`config.mk`:
```
export PLATFORM = sky130hd
export DESIGN_NAME = rom_burst_reader_flat
export DESIGN_NICKNAME = d
export VERILOG_FILES = /design/src/rtl/rom_pkg.sv /design/src/rtl/rom_burst_reader_if.sv /design/src/rtl/rom_cycle_timer.sv /design/src/rtl/rom_burst_reader.sv /design/src/flat_wrapper.sv
export SDC_FILE = /design/constraint.sdc
export NUM_CORES = 1
export LEC_CHECK = 0
export CORE_MARGIN = 2
export CORE_UTILIZATION = 25
export DETAILED_ROUTE_END_ITERATION = 8
export HOLD_SLACK_MARGIN = 0.02
export MAX_ROUTING_LAYER = met4
export PLACE_DENSITY = 0.46
export REMOVE_ABC_BUFFERS = 1
export SYNTH_ARGS = -nofsm -noshare
export SYNTH_HDL_FRONTEND = slang
export SYNTH_SLANG_ARGS = --single-unit
```
`constraint.sdc`:
```
create_clock -name clk_in -period 5.65 [get_ports clk_in]
set_input_delay 1.13 -clock clk_in [delete_from_list [all_inputs] [get_ports clk_in]]
set_output_delay 1.13 -clock clk_in [all_outputs]
set_load 0.05 [all_outputs]
```
`src/rtl/rom_pkg.sv`:
```
// Shared state encoding and elaboration-time helpers for the multiplexed-address ROM burst reader.
package rom_pkg;

    typedef enum logic [2:0] {
        ST_IDLE,
        ST_PLAN,
        ST_SETUP,
        ST_STROBE,
        ST_POST,
        ST_ACCESS,
        ST_CAPTURE,
        ST_DRAIN
    } rom_state_e;

    // Width of the shared phase timer; wide enough for any practical access time.
    localparam int TMR_W = 16;

    function automatic int ceil_cycles(input int ns, input int period_ns);
        int c;
        c = (ns + period_ns - 1) / period_ns;
        return (c < 1) ? 1 : c;
    endfunction

    // One external latch per address chunk above the low byte that rides the bus directly.
    function automatic int num_latch(input int addr_w, input int bus_w);
        int n;
        n = addr_w / bus_w - 1;
        return (n < 1) ? 1 : n;
    endfunction

endpackage

```
`src/rtl/rom_burst_reader_if.sv`:
```
// Request, byte-stream and ROM-pin signals of the burst reader, bundled with master/slave views.
interface rom_burst_reader_if #(
    parameter int ADDR_W    = 16,
    parameter int BUS_W     = 8,
    parameter int DATA_W    = 8,
    parameter int LEN_W     = 16,
    parameter int NUM_LATCH = 1
);
    logic                 req_valid_in;
    logic                 req_ready_out;
    logic [ADDR_W-1:0]    req_addr_in;
    logic [LEN_W-1:0]     req_len_in;
    logic [BUS_W-1:0]     rom_addr_out;
    logic [NUM_LATCH-1:0] rom_latch_out;
    logic [DATA_W-1:0]    rom_data_in;
    logic [DATA_W-1:0]    data_out;
    logic                 data_valid_out;
    logic                 data_ready_in;
    logic                 data_last_out;
    logic                 busy_out;
    logic                 done_out;

    modport slave (
        input  req_valid_in, req_addr_in, req_len_in, rom_data_in, data_ready_in,
        output req_ready_out, rom_addr_out, rom_latch_out, data_out, data_valid_out,
               data_last_out, busy_out, done_out
    );

    modport master (
        output req_valid_in, req_addr_in, req_len_in, rom_data_in, data_ready_in,
        input  req_ready_out, rom_addr_out, rom_latch_out, data_out, data_valid_out,
               data_last_out, busy_out, done_out
    );
endinterface

```
`src/rtl/rom_cycle_timer.sv`:
```
// Loadable down-counter timing the SETUP, STROBE and ACCESS phases; done marks the final cycle.
module rom_cycle_timer
    import rom_pkg::*;
#(
    parameter int CNT_W = TMR_W
) (
    input  logic             clk_in,
    input  logic             rst_in,
    input  logic             load_i,
    input  logic [CNT_W-1:0] load_val_i,
    output logic             done_o
);
    logic [CNT_W-1:0] cnt_q, cnt_d;

    always_comb begin
        cnt_d = cnt_q;
        if (load_i) begin
            cnt_d = load_val_i;
        end else if (cnt_q != '0) begin
            cnt_d = cnt_q - CNT_W'(1);
        end
    end

    always_ff @(posedge clk_in or posedge rst_in) begin
        if (rst_in) begin
            cnt_q <= '0;
        end else begin
            cnt_q <= cnt_d;
        end
    end

    assign done_o = (cnt_q == CNT_W'(1));
endmodule

```
`src/rtl/rom_burst_reader.sv`:
```
// Burst reader for a parallel ROM with latched upper address chunks; only changed chunks are relatched.
module rom_burst_reader
    import rom_pkg::*;
#(
    parameter int PERIOD_NS = 10,
    parameter int ADDR_W    = 16,
    parameter int BUS_W     = 8,
    parameter int DATA_W    = 8,
    parameter int LEN_W     = 16,
    parameter int SETUP_NS  = 50,
    parameter int HOLD_NS   = 5,
    parameter int ACCESS_NS = 250
) (
    input  logic             clk_in,
    input  logic             rst_in,
    rom_burst_reader_if.slave bus
);
    localparam int NUM_LATCH = num_latch(ADDR_W, BUS_W);
    localparam int KW        = (NUM_LATCH > 1) ? $clog2(NUM_LATCH) : 1;
    localparam logic [TMR_W-1:0] S_CYC = TMR_W'(ceil_cycles(SETUP_NS, PERIOD_NS));
    localparam logic [TMR_W-1:0] H_CYC = TMR_W'(ceil_cycles(HOLD_NS, PERIOD_NS));
    localparam logic [TMR_W-1:0] A_CYC = TMR_W'(ceil_cycles(ACCESS_NS, PERIOD_NS));

    rom_state_e           state_q, state_d;
    logic [ADDR_W-1:0]    addr_q, addr_d;
    logic [LEN_W-1:0]     rem_q, rem_d;
    logic [KW-1:0]        k_q, k_d;
    logic [BUS_W-1:0]     cache_q [NUM_LATCH];
    logic [BUS_W-1:0]     cache_d [NUM_LATCH];
    logic [NUM_LATCH-1:0] cvld_q, cvld_d;
    logic [BUS_W-1:0]     rom_addr_q, rom_addr_d;
    logic [NUM_LATCH-1:0] latch_q, latch_d;
    logic [DATA_W-1:0]    data_q, data_d;
    logic                 vld_q, vld_d;
    logic                 last_q, last_d;
    logic                 done_q, done_d;

    logic                 tmr_load, tmr_done;
    logic [TMR_W-1:0]     tmr_val;
    logic                 need_any;
    logic [KW-1:0]        need_k;
    logic [BUS_W-1:0]     need_chunk;
    logic                 out_free;
    logic                 load_byte;

    rom_cycle_timer #(.CNT_W(TMR_W)) u_timer (
        .clk_in     (clk_in),
        .rst_in     (rst_in),
        .load_i     (tmr_load),
        .load_val_i (tmr_val),
        .done_o     (tmr_done)
    );

    // Lowest chunk needing a relatch. In POST the chunk being latched counts as already cached,
    // which lets POST double as the planning cycle for the next chunk.
    always_comb begin
        need_any   = 1'b0;
        need_k     = '0;
        need_chunk = '0;
        for (int k = NUM_LATCH - 1; k >= 0; k--) begin
            if ((!cvld_q[k] || (cache_q[k] != addr_q[(k+1)*BUS_W +: BUS_W])) &&
                !((state_q == ST_POST) && (KW'(k) == k_q))) begin
                need_any   = 1'b1;
                need_k     = KW'(k);
                need_chunk = addr_q[(k+1)*BUS_W +: BUS_W];
            end
        end
    end

    assign out_free = !vld_q || bus.data_ready_in;

    always_comb begin
        state_d    = state_q;
        addr_d     = addr_q;
        rem_d      = rem_q;
        k_d        = k_q;
        cache_d    = cache_q;
        cvld_d     = cvld_q;
        rom_addr_d = rom_addr_q;
        data_d     = data_q;
        vld_d      = vld_q;
        last_d     = last_q;
        done_d     = 1'b0;
        tmr_load   = 1'b0;
        tmr_val    = '0;
        load_byte  = 1'b0;

        if (vld_q && bus.data_ready_in) begin
            vld_d = 1'b0;
        end

        case (state_q)
            ST_IDLE: begin
                if (bus.req_valid_in) begin
                    if (bus.req_len_in == '0) begin
                        done_d = 1'b1;
                    end else begin
                        addr_d  = bus.req_addr_in;
                        rem_d   = bus.req_len_in;
                        state_d = ST_PLAN;
                    end
                end
            end
            ST_PLAN, ST_POST: begin
                if (state_q == ST_POST) begin
                    for (int k = 0; k < NUM_LATCH; k++) begin
                        if (KW'(k) == k_q) begin
                            cache_d[k] = addr_q[(k+1)*BUS_W +: BUS_W];
                            cvld_d[k]  = 1'b1;
                        end
                    end
                end
                if (need_any) begin
                    k_d        = need_k;
                    rom_addr_d = need_chunk;
                    tmr_load   = 1'b1;
                    tmr_val    = S_CYC;
                    state_d    = ST_SETUP;
                end else begin
                    rom_addr_d = addr_q[BUS_W-1:0];
                    tmr_load   = 1'b1;
                    tmr_val    = A_CYC;
                    state_d    = ST_ACCESS;
                end
            end
            ST_SETUP: begin
                if (tmr_done) begin
                    tmr_load = 1'b1;
                    tmr_val  = H_CYC;
                    state_d  = ST_STROBE;
                end
            end
            ST_STROBE: begin
                if (tmr_done) begin
                    state_d = ST_POST;
                end
            end
            ST_ACCESS: begin
                if (tmr_done) begin
                    if (out_free) begin
                        load_byte = 1'b1;
                    end else begin
                        state_d = ST_CAPTURE;
                    end
                end
            end
            ST_CAPTURE: begin
                if (out_free) begin
                    load_byte = 1'b1;
                end
            end
            ST_DRAIN: begin
                if (vld_q && bus.data_ready_in) begin
                    done_d  = 1'b1;
                    state_d = ST_IDLE;
                end
            end
            default: state_d = ST_IDLE;
        endcase

        if (load_byte) begin
            data_d  = bus.rom_data_in;
            vld_d   = 1'b1;
            last_d  = (rem_q == LEN_W'(1));
            addr_d  = addr_q + ADDR_W'(1);
            rem_d   = rem_q - LEN_W'(1);
            state_d = (rem_q == LEN_W'(1)) ? ST_DRAIN : ST_PLAN;
        end

        latch_d = (state_d == ST_STROBE) ? (NUM_LATCH'(1) << k_d) : '0;
    end

    always_ff @(posedge clk_in or posedge rst_in) begin
        if (rst_in) begin
            state_q    <= ST_IDLE;
            addr_q     <= '0;
            rem_q      <= '0;
            k_q        <= '0;
            cvld_q     <= '0;
            rom_addr_q <= '0;
            latch_q    <= '0;
            data_q     <= '0;
            vld_q      <= 1'b0;
            last_q     <= 1'b0;
            done_q     <= 1'b0;
            for (int k = 0; k < NUM_LATCH; k++) begin
                cache_q[k] <= '0;
            end
        end else begin
            state_q    <= state_d;
            addr_q     <= addr_d;
            rem_q      <= rem_d;
            k_q        <= k_d;
            cvld_q     <= cvld_d;
            rom_addr_q <= rom_addr_d;
            latch_q    <= latch_d;
            data_q     <= data_d;
            vld_q      <= vld_d;
            last_q     <= last_d;
            done_q     <= done_d;
            cache_q    <= cache_d;
        end
    end

    assign bus.req_ready_out  = (state_q == ST_IDLE);
    assign bus.busy_out       = (state_q != ST_IDLE);
    assign bus.rom_addr_out   = rom_addr_q;
    assign bus.rom_latch_out  = latch_q;
    assign bus.data_out       = data_q;
    assign bus.data_valid_out = vld_q;
    assign bus.data_last_out  = last_q;
    assign bus.done_out       = done_q;
endmodule

```
`src/flat_wrapper.sv`:
```
// flat-port wrapper written by rule: the top's interface ports become plain ports
module rom_burst_reader_flat import rom_pkg::*;
#(
    parameter int PERIOD_NS = 10,
    parameter int ADDR_W    = 16,
    parameter int BUS_W     = 8,
    parameter int DATA_W    = 8,
    parameter int LEN_W     = 16,
    parameter int SETUP_NS  = 50,
    parameter int HOLD_NS   = 5,
    parameter int ACCESS_NS = 250
)
  (clk_in, rst_in, bus_req_valid_in, bus_req_addr_in, bus_req_len_in, bus_rom_data_in, bus_data_ready_in, bus_req_ready_out, bus_rom_addr_out, bus_rom_latch_out, bus_data_out, bus_data_valid_out, bus_data_last_out, bus_busy_out, bus_done_out);
  rom_burst_reader_if #(.ADDR_W(ADDR_W), .BUS_W(BUS_W), .DATA_W(DATA_W), .LEN_W(LEN_W), .NUM_LATCH(1)) bus_i ();
  input  logic clk_in;
  input  logic rst_in;
  input wire logic [$bits(bus_i.req_valid_in)-1:0] bus_req_valid_in;
  input wire logic [$bits(bus_i.req_addr_in)-1:0] bus_req_addr_in;
  input wire logic [$bits(bus_i.req_len_in)-1:0] bus_req_len_in;
  input wire logic [$bits(bus_i.rom_data_in)-1:0] bus_rom_data_in;
  input wire logic [$bits(bus_i.data_ready_in)-1:0] bus_data_ready_in;
  output wire logic [$bits(bus_i.req_ready_out)-1:0] bus_req_ready_out;
  output wire logic [$bits(bus_i.rom_addr_out)-1:0] bus_rom_addr_out;
  output wire logic [$bits(bus_i.rom_latch_out)-1:0] bus_rom_latch_out;
  output wire logic [$bits(bus_i.data_out)-1:0] bus_data_out;
  output wire logic [$bits(bus_i.data_valid_out)-1:0] bus_data_valid_out;
  output wire logic [$bits(bus_i.data_last_out)-1:0] bus_data_last_out;
  output wire logic [$bits(bus_i.busy_out)-1:0] bus_busy_out;
  output wire logic [$bits(bus_i.done_out)-1:0] bus_done_out;
  assign bus_i.req_valid_in = bus_req_valid_in;
  assign bus_i.req_addr_in = bus_req_addr_in;
  assign bus_i.req_len_in = bus_req_len_in;
  assign bus_i.rom_data_in = bus_rom_data_in;
  assign bus_i.data_ready_in = bus_data_ready_in;
  assign bus_req_ready_out = bus_i.req_ready_out;
  assign bus_rom_addr_out = bus_i.rom_addr_out;
  assign bus_rom_latch_out = bus_i.rom_latch_out;
  assign bus_data_out = bus_i.data_out;
  assign bus_data_valid_out = bus_i.data_valid_out;
  assign bus_data_last_out = bus_i.data_last_out;
  assign bus_busy_out = bus_i.busy_out;
  assign bus_done_out = bus_i.done_out;
  rom_burst_reader #(.PERIOD_NS(PERIOD_NS), .ADDR_W(ADDR_W), .BUS_W(BUS_W), .DATA_W(DATA_W), .LEN_W(LEN_W), .SETUP_NS(SETUP_NS), .HOLD_NS(HOLD_NS), .ACCESS_NS(ACCESS_NS)) u_core (.clk_in(clk_in), .rst_in(rst_in), .bus(bus_i));
endmodule
```
-- After elaboration in Yosys (flattened, before gate mapping)
Cells that the tools add are included.
- flip-flop bits (word level): 81
- logic and storage cells: 90
- input port bits: 44
- output and inout port bits: 22
- muxes and demuxes: 41
- reduce and logical (&&, ||, !) cells: 19
- equality and inequality tests: 12
- shift operators: 1
- $add $sub $neg: 3
- bitwise operators: 1
- operators by type and width (kind ; count):
    $mux W16 ; 10
    $eq A16 B1 Y1 const B ; 2
    $pmux W16 S2 ; 1
    $sub A16 B1 Y16 const B ; 2
    $mux W3 ; 10
    $pmux W3 S6 ; 1
    $add A16 B1 Y16 const B ; 1
    $logic_not A16 Y1 ; 1
    $mux W8 ; 2
    $reduce_bool A16 Y1 ; 1
    $mux W1 ; 13
    $eq A3 B3 Y1 const B ; 4
    $eq A3 B2 Y1 const B ; 3
    $ne A8 B8 Y1 ; 1
    $reduce_bool A2 Y1 ; 4
    $pmux W1 S2 ; 3
    $reduce_and A3 Y1 ; 2
    $mux W5 ; 1
    $eq A3 B1 Y1 const B ; 1
    $logic_and A1 B1 Y1 ; 3
    $logic_not A1 Y1 ; 3
    $logic_not A3 Y1 ; 1
    $reduce_bool A3 Y1 ; 1
    $logic_or A1 B1 Y1 ; 2
    other kinds (4) ; 4

-- Logic depth before layout (Yosys ltp)
Gate-level depths: netlist of run 1.
- word-level depth: 10
- depth in mapped cells: 9
- depth with buffers taken out: 8

-- By module
From an unflattened synthesis of run 1, not the netlist that was laid out.
- cells, all modules: 502
- area total of the unflattened synthesis: 4539.4 um^2
- by module, submodules not included (module ; times used ; cells an instance ; area an instance (um^2) ; sequential area each (um^2)):
    rom_burst_reader ; 1 ; 390 ; 3478.3 ; 1626.6
    rom_cycle_timer ; 1 ; 112 ; 1061.0 ; 400.4

-- Least setup slack after synthesis of run 1
Ideal clock, no wire load.
- path type: reg2out
- start: register u_core.state_q[0]
- end: output bus_busy_out
- stages on the path, launching flop included: 4
- buffers on the path: 1
- path slack: 2.189 ns
- arrival: 2.331 ns
- path through: dfrtp_1 > buf_2 > nor3_1 > inv_1
- word-level cells in the longest chain between the ends: 1
- RTL lines (what ; line ; source):
    start, declared ; rom_burst_reader.sv:24 ; rom_state_e state_q, state_d;
    start signal, assigned ; rom_burst_reader.sv:190 ; state_q <= state_d;
    $reduce_bool A3 Y1 ; rom_burst_reader.sv:206 ; assign bus.busy_out = (state_q != ST_IDLE);
    end, declared ; flat_wrapper.sv:28 ; output wire logic [$bits(bus_i.busy_out)-1:0] bus_busy_out;
No other way between the ends.

-- Worst setup path in the final report of run 1
- start: input bus_data_ready_in
- end: register u_core.rem_q[11]
- word-level cells in the longest chain between the ends: 6
- elaborated cells between the ends (all ways): 9
- RTL lines (what ; line ; source):
    start, declared ; flat_wrapper.sv:21 ; input wire logic [$bits(bus_i.data_ready_in)-1:0] bus_data_ready_in;
    $logic_or A1 B1 Y1 (*) ; rom_burst_reader.sv:70 ; assign out_free = !vld_q || bus.data_ready_in;
    $mux W1 (*) ; rom_burst_reader.sv:140, rom_burst_reader.sv:148 ;
    $mux W1 ; rom_burst_reader.sv:139 ; if (tmr_done) begin
    $pmux W1 S2 (*) ; rom_burst_reader.sv:92 ; case (state_q)
    $ne A2 B1 Y1 (no line) or $reduce_bool A2 Y1 (tied branches) ; - ;
    $reduce_and A3 Y1 (no line) ; - ;
    end signal, assigned ; rom_burst_reader.sv:192 ; rem_q <= rem_d;
    end, declared ; rom_burst_reader.sv:26 ; logic [LEN_W-1:0] rem_q, rem_d;
Every way passes the cells marked *; elsewhere a longest branch is shown, timed or not.
A chain may end at the register's enable or synchronous reset.

==> results of run 1 <==
==> state kept, by name, summed over array words and instances, names as in the netlist, 3 cells and up <==
register / count
u_core.state_q: 3
u_core.bus.data_out: 8
u_core.addr_q: 16
u_core.cache_q: 8
u_core.rem_q: 16
u_core.u_timer.cnt_q: 16
u_core.bus.rom_addr_out: 8
==> worst paths after layout <==
check,startpoint,endpoint
max in group asynchronous,rst_in,u_core.addr_q[8]
worst max register to register,u_core.u_timer.cnt_q[1],u_core.rem_q[11]
worst min-delay path,u_core.bus.data_out[7],u_core.bus.data_out[7]
worst max-delay path,bus_data_ready_in,u_core.rem_q[11]
min in group asynchronous,rst_in,u_core.u_timer.cnt_q[11]
worst min register to register,u_core.bus.data_out[7],u_core.bus.data_out[7]
==> cell type report <==
| type | count | area, um^2 |
|---|---|---|
| Clock buffer | 11 | 253 |
| Clock inverter | 3 | 17.5 |
| Fill cell | 1735 | 11200 |
| Inverter | 17 | 65.1 |
| Timing Repair Buffer | 70 | 688 |
| Tap cell | 220 | 275 |
| Multi-Input combinational cell | 323 | 2060 |
| Sequential cell | 81 | 2030 |
==> cells by family after synthesis <==
kind of cell    synth area share
xor+xnor                  0.0435
fa+ha+maj                 0.0177
buf+inv                   0.0361
flops                      0.479
simple gates               0.226
mux                       0.0263
compound gates             0.172
==> stage by stage <==
stage	util	cells	power, uW	area [um^2]
after global routing	0.325	725	1250	5390
final	0.325	725	1210	5390
after CTS	0.325	725	1230	5390
after global placement	0.308	711	663	5110
after floorplan	-	421	617	4140
after detailed placement	0.308	711	663	5110
==> layout by cell type, fill, tap and decap left out, types with 3 or more instances in the layout <==
master	instances
nor4_1	6
and3_1	7
nand2b_1	5
a22oi_1	3
ha_1	6
nand2_1	71
nand3_1	19
inv_1	16
o21bai_1	3
a211oi_1	3
clkdlybuf4s50_1	65
and2_1	3
o21ai_0	11
a21oi_1	14
mux2_2	9
o22ai_1	6
dfrtp_1	81
o221ai_1	3
a311oi_1	3
nor3b_1	5
xor2_1	10
o211ai_1	8
clkbuf_16	9
nor3_1	11
clkinv_2	3
nor2_1	40
a222oi_1	8
nand4_1	7
nor2b_1	4
a221o_1	6
o311ai_1	3
buf_4	5
xnor2_1	11
==> worst max-delay path, cell delays in order <==
cell and delay [ns]:
clkdlybuf4s50_1 0.49, nand2b_1 0.17, or3b_2 0.48, o21a_1 0.38, buf_4 0.30, or2_0 0.39, o311ai_2 0.27, o211ai_1 0.12
==> metal layers <==
layer  vias to the layer above  GRT usage
met4                         0     0.0520
li1                       1722          -
met1                      1744      0.183
met3                        11     0.0306
met2                        71      0.216
met5                         -          -
==> power groups by stage <==
stage / Clock (uW) / Combinational, uW / Sequential, uW
finish: 556 / 66.5 / 584
global route: 596 / 72.3 / 585
CTS: 574 / 68.4 / 584
detailed placement: 0 / 68.1 / 595
global placement: 0 / 67.8 / 595
floorplan: 0 / 11.3 / 606
==> metrics.md, run 1 <==
| Metric | Value |
|---|---|
| Clock slew at reported path FFs | 0.07 ns |
| Worst-skew pair later-pin latency | 0.35 ns |
| Total gr overflow | 0 |
| Antenna violations before repair | 0 |
| Outcome | completed |
| Post-CTS resize count | 0 |
| Crit-path max FO | 19 |
| Worst hold slack | 0.471 ns |
| Biggest area consumer among synthesized cells | dfrtp_1 |
| Routability cong. | 0.774 |
| Sequential share of power | 0.484 |
| H-tree depth | 3 |
| CTS tree | yes |
| First-pass GRT wire length | 19300 um |
| Register area share after synthesis | 0.479 |
| Site row count | 47 |
| Final Critical Period | 3.54 ns |
| Fin. Hold Viols | 0 |
| DRT iter0 DRCs | 188 |
| Final TNS setup | 0 ns |
| Pre-CTS WS | 1.73 ns |
| Reg2reg path depth | 9 |
| Top cells by area, synth | dfrtp_1, nand2_1, nor2_1 |
| DRT Wirelength | 11500 um |
| Combinational power share | 0.055 |
| Yosys warnings | 0 |
| Number of remaining DRC errors | 0 |
| Post-synth cell types | 62 |
| Clock Power Share | 0.460 |
| Ports | 66 |
| Vias | 3548 |
| Initial Util | 0.255 |
| Hold_buf cts | 0 |
| Highest Signal Layer | met4 |
| Die ar. | 0.0180 mm^2 |
| Cell Area, Synth | 0.00423 mm^2 |
| Tightest Pin Transition | 0.999 ns |
| Largest net degree at the start of global routing | 42 |
| Via-to-Cell Ratio | 4.89 |
| Max Root-Sink Buffers | 2 |
| Crit path DAT | 3.76 ns |
| All-Layer GR Usage | 0.141 |
| Fin crit share | 0.626 |
| Height of the die | 134 um |
| Switch Pwr | 275 uW |
| Clk root buf | clkbuf_16 |
| Switching share of power | 0.228 |
| Final Skew | 0.0109 ns |
| Relative slew slack | 0.332 |
| Antenna viol nets, final | 0 |
| Synthesized netlist cell count | 442 |
| Layout cells sized above 1 | 0.0891 |
| Routed met3 length | 406 um |
| VDD IR max | 0.150 mV |
| Pwr Density | 224 mW/mm^2 |
| DR pass1 iterations | 5 |
| #FFs+latches synth | 81 |
| Post-CTS Setup Bufs | 0 |
| Metal-1 WL | 5410 um |
| CTS Buf Count | 9 |
| Post-DP HPWL | 8170 um |
| Fmax | 283 MHz |
| Post-synth top area share | 0.479 |
| Final worst setup slack | 2.11 ns |
| RSZ-0062 raised after global routing | false |
| Startpoint Class | primary input |
| Vias in the first global route | 3651 |
| Nets | 552 |
| Clock sinks | 81 |
| Buffers on Ports | 65 |
| Crit. End Element | flip-flop |
| P_leak | 0.00235 uW |
| Drt wl/cell | 15.8 um |
| Die extent in x | 134 um |
| Core region area | 0.0166 mm^2 |
| Endpoints failing setup | 0 |
| Hold Crit Depth | 2 |
| Synthesized area per cell | 9.58 um^2 |
| Post-synth EDFFs | 0 |
| CP Data Required Time | 5.87 ns |
| Max-slew violations | 0 |
| Classification of the worst-slack hold path | flip-flop to flip-flop |
| Pint | 931 uW |
| Synth-to-Final Area Change | 27.2% |
| FF-to-FF setup slack | 2.65 ns |
| Top post-synthesis cells by count | dfrtp_1, nand2_1, nor2_1 |
| WS Path Type | primary input to flip-flop |
| Cell with the most instances after synthesis | dfrtp_1 |
| Routed length on met2 | 5490 um |
| Maxcap violations | 0 |
| Ant diodes | 0 |
| Post-synthesis async set-or-reset flop share | 1.00 |
| Post-synth top flop | dfrtp_1 |
Note: power is estimated with default switching activity, not from simulation.
==> run 2: changes to the inputs <==
==> constraint.sdc (replaced) <==
create_clock -name clk_in -period 3.5 [get_ports clk_in]
set_input_delay 0.7 -clock clk_in [delete_from_list [all_inputs] [get_ports clk_in]]
set_output_delay 0.7 -clock clk_in [all_outputs]
set_load 0.05 [all_outputs]
==> metrics.md, run 2 (same netlist as run 1, synthesis figures left out) <==
| Metric | Value |
|---|---|
| Outcome | completed |
| Crit. End Element | primary output |
| Routability cong. | 0.793 (+2.4%) |
| Initial Util | 0.255 (unchanged) |
| Crit-path max FO | 11 (-8) |
| Post-DP HPWL | 8520 um (+4.4%) |
| Combinational power share | 0.055 (about the same) |
| Commonest cells after routing, fill and taps aside | dfrtp_1, nand2_1, clkdlybuf4s50_1 |
| Pint | 1540 uW (+66%) |
| Fmax | 347 MHz |
| Tightest Pin Transition | 0.709 ns (-0.290 ns) |
| CP Data Required Time | 2.80 ns (-3.07 ns) |
| CTS Buf Count | 9 (unchanged) |
| CTS tree | yes |
| Classification of the worst-slack hold path | flip-flop to flip-flop |
| Die ar. | 0.0180 mm^2 (unchanged) |
| Biggest regs | u_core.addr_q (16), u_core.rem_q (16), u_core.u_timer.cnt_q (16) |
| Commonest non-fill, non-tap cell in the layout | dfrtp_1 |
| Switch Pwr | 449 uW (+63%) |
| DR pass1 iterations | 4 (-1) |
| H-tree depth | 3 (unchanged) |
| Total gr overflow | 0 (unchanged) |
| Via-to-Cell Ratio | 4.87 (-0.56%) |
| Finished Cell Area | 0.00547 mm^2 (+1.6%) |
| DRT Wirelength | 11600 um (+0.74%) |
| Largest net degree at the start of global routing | 37 (-12%) |
| Relative slew slack | 0.525 (+0.193) |
| Layout Utilization | 0.330 (+0.00536) |
| All-Layer GR Usage | 0.142 (+0.00154) |
| P_leak | 0.00239 uW (+1.7%) |
| Number of remaining DRC errors | 0 (unchanged) |
| Max Root-Sink Buffers | 2 (unchanged) |
| Nets | 560 (+1.4%) |
| Worst Min Path Start | u_core.bus.data_out[4] |
| Crit path DAT | 2.18 ns (-1.58 ns) |
| Startpoint Class | flip-flop |
| VDD IR max | 0.215 mV (+44%) |
| RSZ-0062 raised after global routing | false |
| Placed cells | 719 (+1.1%) |
| Post-CTS resize count | 0 (unchanged) |
| Final Skew | 0.00896 ns (-0.00196 ns) |
| Clock Power Share | 0.472 (+0.012) |
| Worst-skew pair later-pin latency | 0.35 ns (about the same) |
| Clock sinks | 81 (unchanged) |
| Core region area | 0.0166 mm^2 (unchanged) |
| Pwr Density | 364 mW/mm^2 (+62%) |
| Maxcap violations | 0 (unchanged) |
| RR Startpoint | u_core.u_timer.cnt_q[1] |
| Post-DP Area | 0.00519 mm^2 (+1.4%) |
| Height of the die | 134 um (unchanged) |
| Clock slew at reported path FFs | 0.06 ns (about the same) |
| Drt wl/cell | 15.7 um (-0.49%) |
| Hold_buf cts | 0 (unchanged) |
| Layout cells sized above 1 | 0.103 (+0.0140) |
| Synth-to-Final Area Change | 29.3% |
| Buffers on Ports | 65 (unchanged) |
| Fin crit share | 0.823 |
| Vias in the first global route | 3732 (+2.2%) |
| Post-CTS Setup Bufs | 0 (unchanged) |
| WS Path Type | flip-flop to primary output |
| Vias | 3572 (+0.68%) |
| Switching share of power | 0.225 (-0.00292) |
| FF-to-FF setup slack | 0.91 ns (-1.74 ns) |
| Clk root buf | clkbuf_16 |
| DRT iter0 DRCs | 276 (+47%) |
| Antenna violations before repair | 0 (unchanged) |
| Final Non-Filler Cells | 734 (+1.2%) |
| Ant diodes | 0 (unchanged) |
| Fin. Hold Viols | 0 (unchanged) |
| Die extent in x | 134 um (unchanged) |
| Max-slew violations | 0 (unchanged) |
| Total chip power | 1990 uW (+65%) |
| Site row count | 47 (unchanged) |
| Final Critical Period | 2.88 ns |
| Endpoints failing setup | 0 (unchanged) |
| CP startpoint | u_core.state_q[2] |
| Ports | 66 (unchanged) |
| Antenna viol nets, final | 0 (unchanged) |
| Sequential share of power | 0.473 (-0.011) |
| First-pass GRT wire length | 19600 um (+1.7%) |
run 2: cell count changes in the layout (fill, tap and decap cells not counted):
cell        delta
buf_12         +1
buf_4          +7
bufinv_16      +1
clkbuf_1       +1
clkbuf_8       -2
clkinv_2       -1
clkinvlp_4     +2
run 2: final cells by class:
class	count	area, um^2
multi-input combinational	323	2060
timing repair buffer	78	761
clock inverter	5	57.6
tap	220	275
sequential	81	2030
fill	1738	11100
inverter	17	65.1
clock buffer	10	229
run 2: power groups by stage:
stage	registers (uW)	clock network, uW	logic [uW]
after floorplan	978	0	18.2
after global routing	943	1010	119
final	943	940	110
after detailed placement	961	0	113
after CTS	943	975	113
after global placement	961	0	112
run 2: worst paths after layout:
kind                                                  to  cells after the start
min in group asynchronous       u_core.u_timer.cnt_q[10]                      2
worst max-delay path                   bus_req_ready_out                      2
worst min register to register    u_core.bus.data_out[4]                      2
worst max register to register          u_core.rem_q[11]                      8
max in group asynchronous               u_core.rem_q[10]                      3
worst min-delay path              u_core.bus.data_out[4]                      2
run 2: metal layers:
metal	up-vias	GRT usage	wire length [um]
met5	-	-	0
met1	1760	0.188	5460
met2	57	0.220	5540
met4	0	0.0462	135
met3	12	0.0291	418
li1	1743	-	-
run 2: worst max-delay path: stages, from the launching register on:
cell,delay (ns)
dfrtp_1,0.51
nor3_1,0.44
clkdlybuf4s50_1,0.88
run 2: metrics by stage:
step	setup WS (ns)	setup TNS (ns)	hold slack, ns
global route	0.448	0	0.489
CTS	0.549	0	0.469
detailed placement	0.389	0	0.453
finish	0.620	0	0.465
global placement	0.429	0	0.452
floorplan	-0.0880	-0.399	0.439
==> run 3: changes to the inputs <==
==> constraint.sdc (replaced) <==
create_clock -name clk_in -period 2.7 [get_ports clk_in]
set_input_delay 0.54 -clock clk_in [delete_from_list [all_inputs] [get_ports clk_in]]
set_output_delay 0.54 -clock clk_in [all_outputs]
set_load 0.05 [all_outputs]
==> metrics.md, run 3 (same netlist as run 1, synthesis figures left out) <==
| Metric | Value |
|---|---|
| VDD IR max | 0.297 mV (+38%) |
| Endpoints failing setup | 0 (unchanged) |
| Synth-to-Final Area Change | 34.3% |
| Final Skew | 0.00771 ns (-0.00125 ns) |
| Tightest Pin Transition | 0.651 ns (-0.0585 ns) |
| CTS tree | yes |
| Crit-path max FO | 9 (-2) |
| R2R Path End | u_core.rem_q[13] |
| Classification of the worst-slack hold path | flip-flop to flip-flop |
| Max Root-Sink Buffers | 2 (unchanged) |
| Total gr overflow | 0 (unchanged) |
| Crit. End Element | primary output |
| Via-to-Cell Ratio | 4.90 (+0.66%) |
| Height of the die | 134 um (unchanged) |
| Crit path DAT | 1.93 ns (-0.25 ns) |
| Initial Util | 0.255 (unchanged) |
| Fin. Hold Viols | 0 (unchanged) |
| Worst-skew pair later-pin latency | 0.34 ns (about the same) |
| Antenna violations before repair | 0 (unchanged) |
| Critical path's largest stage delay | 0.70 ns (-0.18 ns) |
| RSZ-0062 raised after global routing | false |
| Vias | 3713 (+3.9%) |
| Maxcap violations | 0 (unchanged) |
| Clock sinks | 81 (unchanged) |
| FF-to-FF setup slack | 0.24 ns (-0.67 ns) |
| CP Data Required Time | 2.16 ns (-0.64 ns) |
| Ports | 66 (unchanged) |
| Nets | 584 (+4.3%) |
| Fmax | 404 MHz |
| WS Path Type | flip-flop to primary output |
| Relative slew slack | 0.565 (+0.0391) |
| Drt wl/cell | 15.7 um (-0.27%) |
| Die extent in x | 134 um (unchanged) |
| First-pass GRT wire length | 19500 um (-0.67%) |
| Post-CTS resize count | 0 (unchanged) |
| Core region area | 0.0166 mm^2 (unchanged) |
| P_leak | 0.00250 uW (+4.4%) |
| Total chip power | 2700 uW (+36%) |
| Biggest regs | u_core.addr_q (16), u_core.rem_q (16), u_core.u_timer.cnt_q (16) |
| CTS Buf Count | 9 (unchanged) |
| Vias in the first global route | 3740 (+0.21%) |
| DRT Wirelength | 11900 um (+3.0%) |
| Final Critical Period | 2.47 ns |
| Fin crit share | 0.916 |
| Ant diodes | 0 (unchanged) |
| Routability cong. | 0.846 (+6.8%) |
| Number of remaining DRC errors | 0 (unchanged) |
| DR pass1 iterations | 4 (unchanged) |
| All-Layer GR Usage | 0.142 (-0.000532) |
| Commonest cells after routing, fill and taps aside | dfrtp_1, nand2_1, clkdlybuf4s50_1 |
| Post-DP HPWL | 8980 um (+5.4%) |
| Slowest stage cell, crit path | clkdlybuf4s50_1 |
| Placed cells | 741 (+3.1%) |
| Site row count | 47 (unchanged) |
| Final Non-Filler Cells | 758 (+3.3%) |
| CP startpoint | u_core.state_q[2] |
| Clock slew at reported path FFs | 0.06 ns (about the same) |
| Antenna viol nets, final | 0 (unchanged) |
| Outcome | completed |
| Largest net degree at the start of global routing | 27 (-27%) |
| Die ar. | 0.0180 mm^2 (unchanged) |
| CP Capture Point | bus_busy_out |
| Pwr Density | 475 mW/mm^2 (+31%) |
| DRT iter0 DRCs | 219 (-21%) |
| Max-slew violations | 0 (unchanged) |
| Reg2reg path depth | 9 (+1) |
| Buffers on Ports | 65 (unchanged) |
| Layout cells sized above 1 | 0.147 (+0.0437) |
| Commonest non-fill, non-tap cell in the layout | dfrtp_1 |
| Clk root buf | clkbuf_16 |
| RR Startpoint | u_core.u_timer.cnt_q[1] |
| Startpoint Class | flip-flop |
| Critical Path, Cell by Cell | buf_4 -> nor3_1 -> inv_1 -> clkdlybuf4s50_1 |
| H-tree depth | 3 (unchanged) |
run 3: through the flow:
stage / area [um^2] / setup TNS [ns] / setup WS, ns / hold slack, ns / utilization
4_1_cts: 5670 / 0 / 0.135 / 0.473 / 0.342
2_1_floorplan: 4140 / -20.91 / -0.888 / 0.439 / -
5_1_grt: 5680 / 0 / 0.0336 / 0.497 / 0.343
6_report: 5680 / 0 / 0.226 / 0.469 / 0.343
3_3_place_gp: 5350 / -0.284 / -0.0513 / 0.455 / 0.323
3_5_place_dp: 5350 / -0.572 / -0.128 / 0.451 / 0.323
run 3: worst min-delay path by stage:
stage	from	end	slack, ns	cells past startpoint
after floorplan	u_core.cvld_q	u_core.cvld_q	0.44	1
after global placement	u_core.bus.data_out[5]	u_core.bus.data_out[5]	0.46	2
after detailed placement	u_core.cvld_q	u_core.cvld_q	0.45	1
after CTS	u_core.bus.data_out[4]	u_core.bus.data_out[4]	0.47	2
after global routing	u_core.bus.data_out[6]	u_core.bus.data_out[6]	0.50	2
final	u_core.bus.data_out[7]	u_core.bus.data_out[7]	0.47	2
run 3: final cells by class:
type / instances / area (um^2)
multi-input combinational: 323 / 2060
tap: 220 / 275
sequential: 81 / 2030
timing repair buffer: 102 / 938
inverter: 17 / 65.1
clock buffer: 10 / 239
clock inverter: 5 / 80.1
fill: 1708 / 10900
run 3: power breakdown:
part	leakage, uW	switching [uW]	internal [uW]
clock	0.000151	506	828
sequential	0.00103	3.28	1220
combinational	0.00132	70.1	74.5
total	0.00250	579	2120
run 3: critical path: cells and delay by family, from the launching register on:
kind                   cells  cell delay [ns]
and+or+nand+nor            1             0.24
DFF                        1             0.39
buffers and inverters      3             0.96
run 3: routing by layer:
layer,vias to the layer above,part of all wire,track usage
met5,-,0,-
met3,13,0.030,0.0208
met1,1845,0.48,0.184
li1,1789,-,-
met4,0,0.017,0.0556
met2,66,0.48,0.224
run 3: timing repair:
item                                    CTS  global route
endpoints found under the setup margin    0             3
hold buffers                              0             0
setup buffers                             0             2
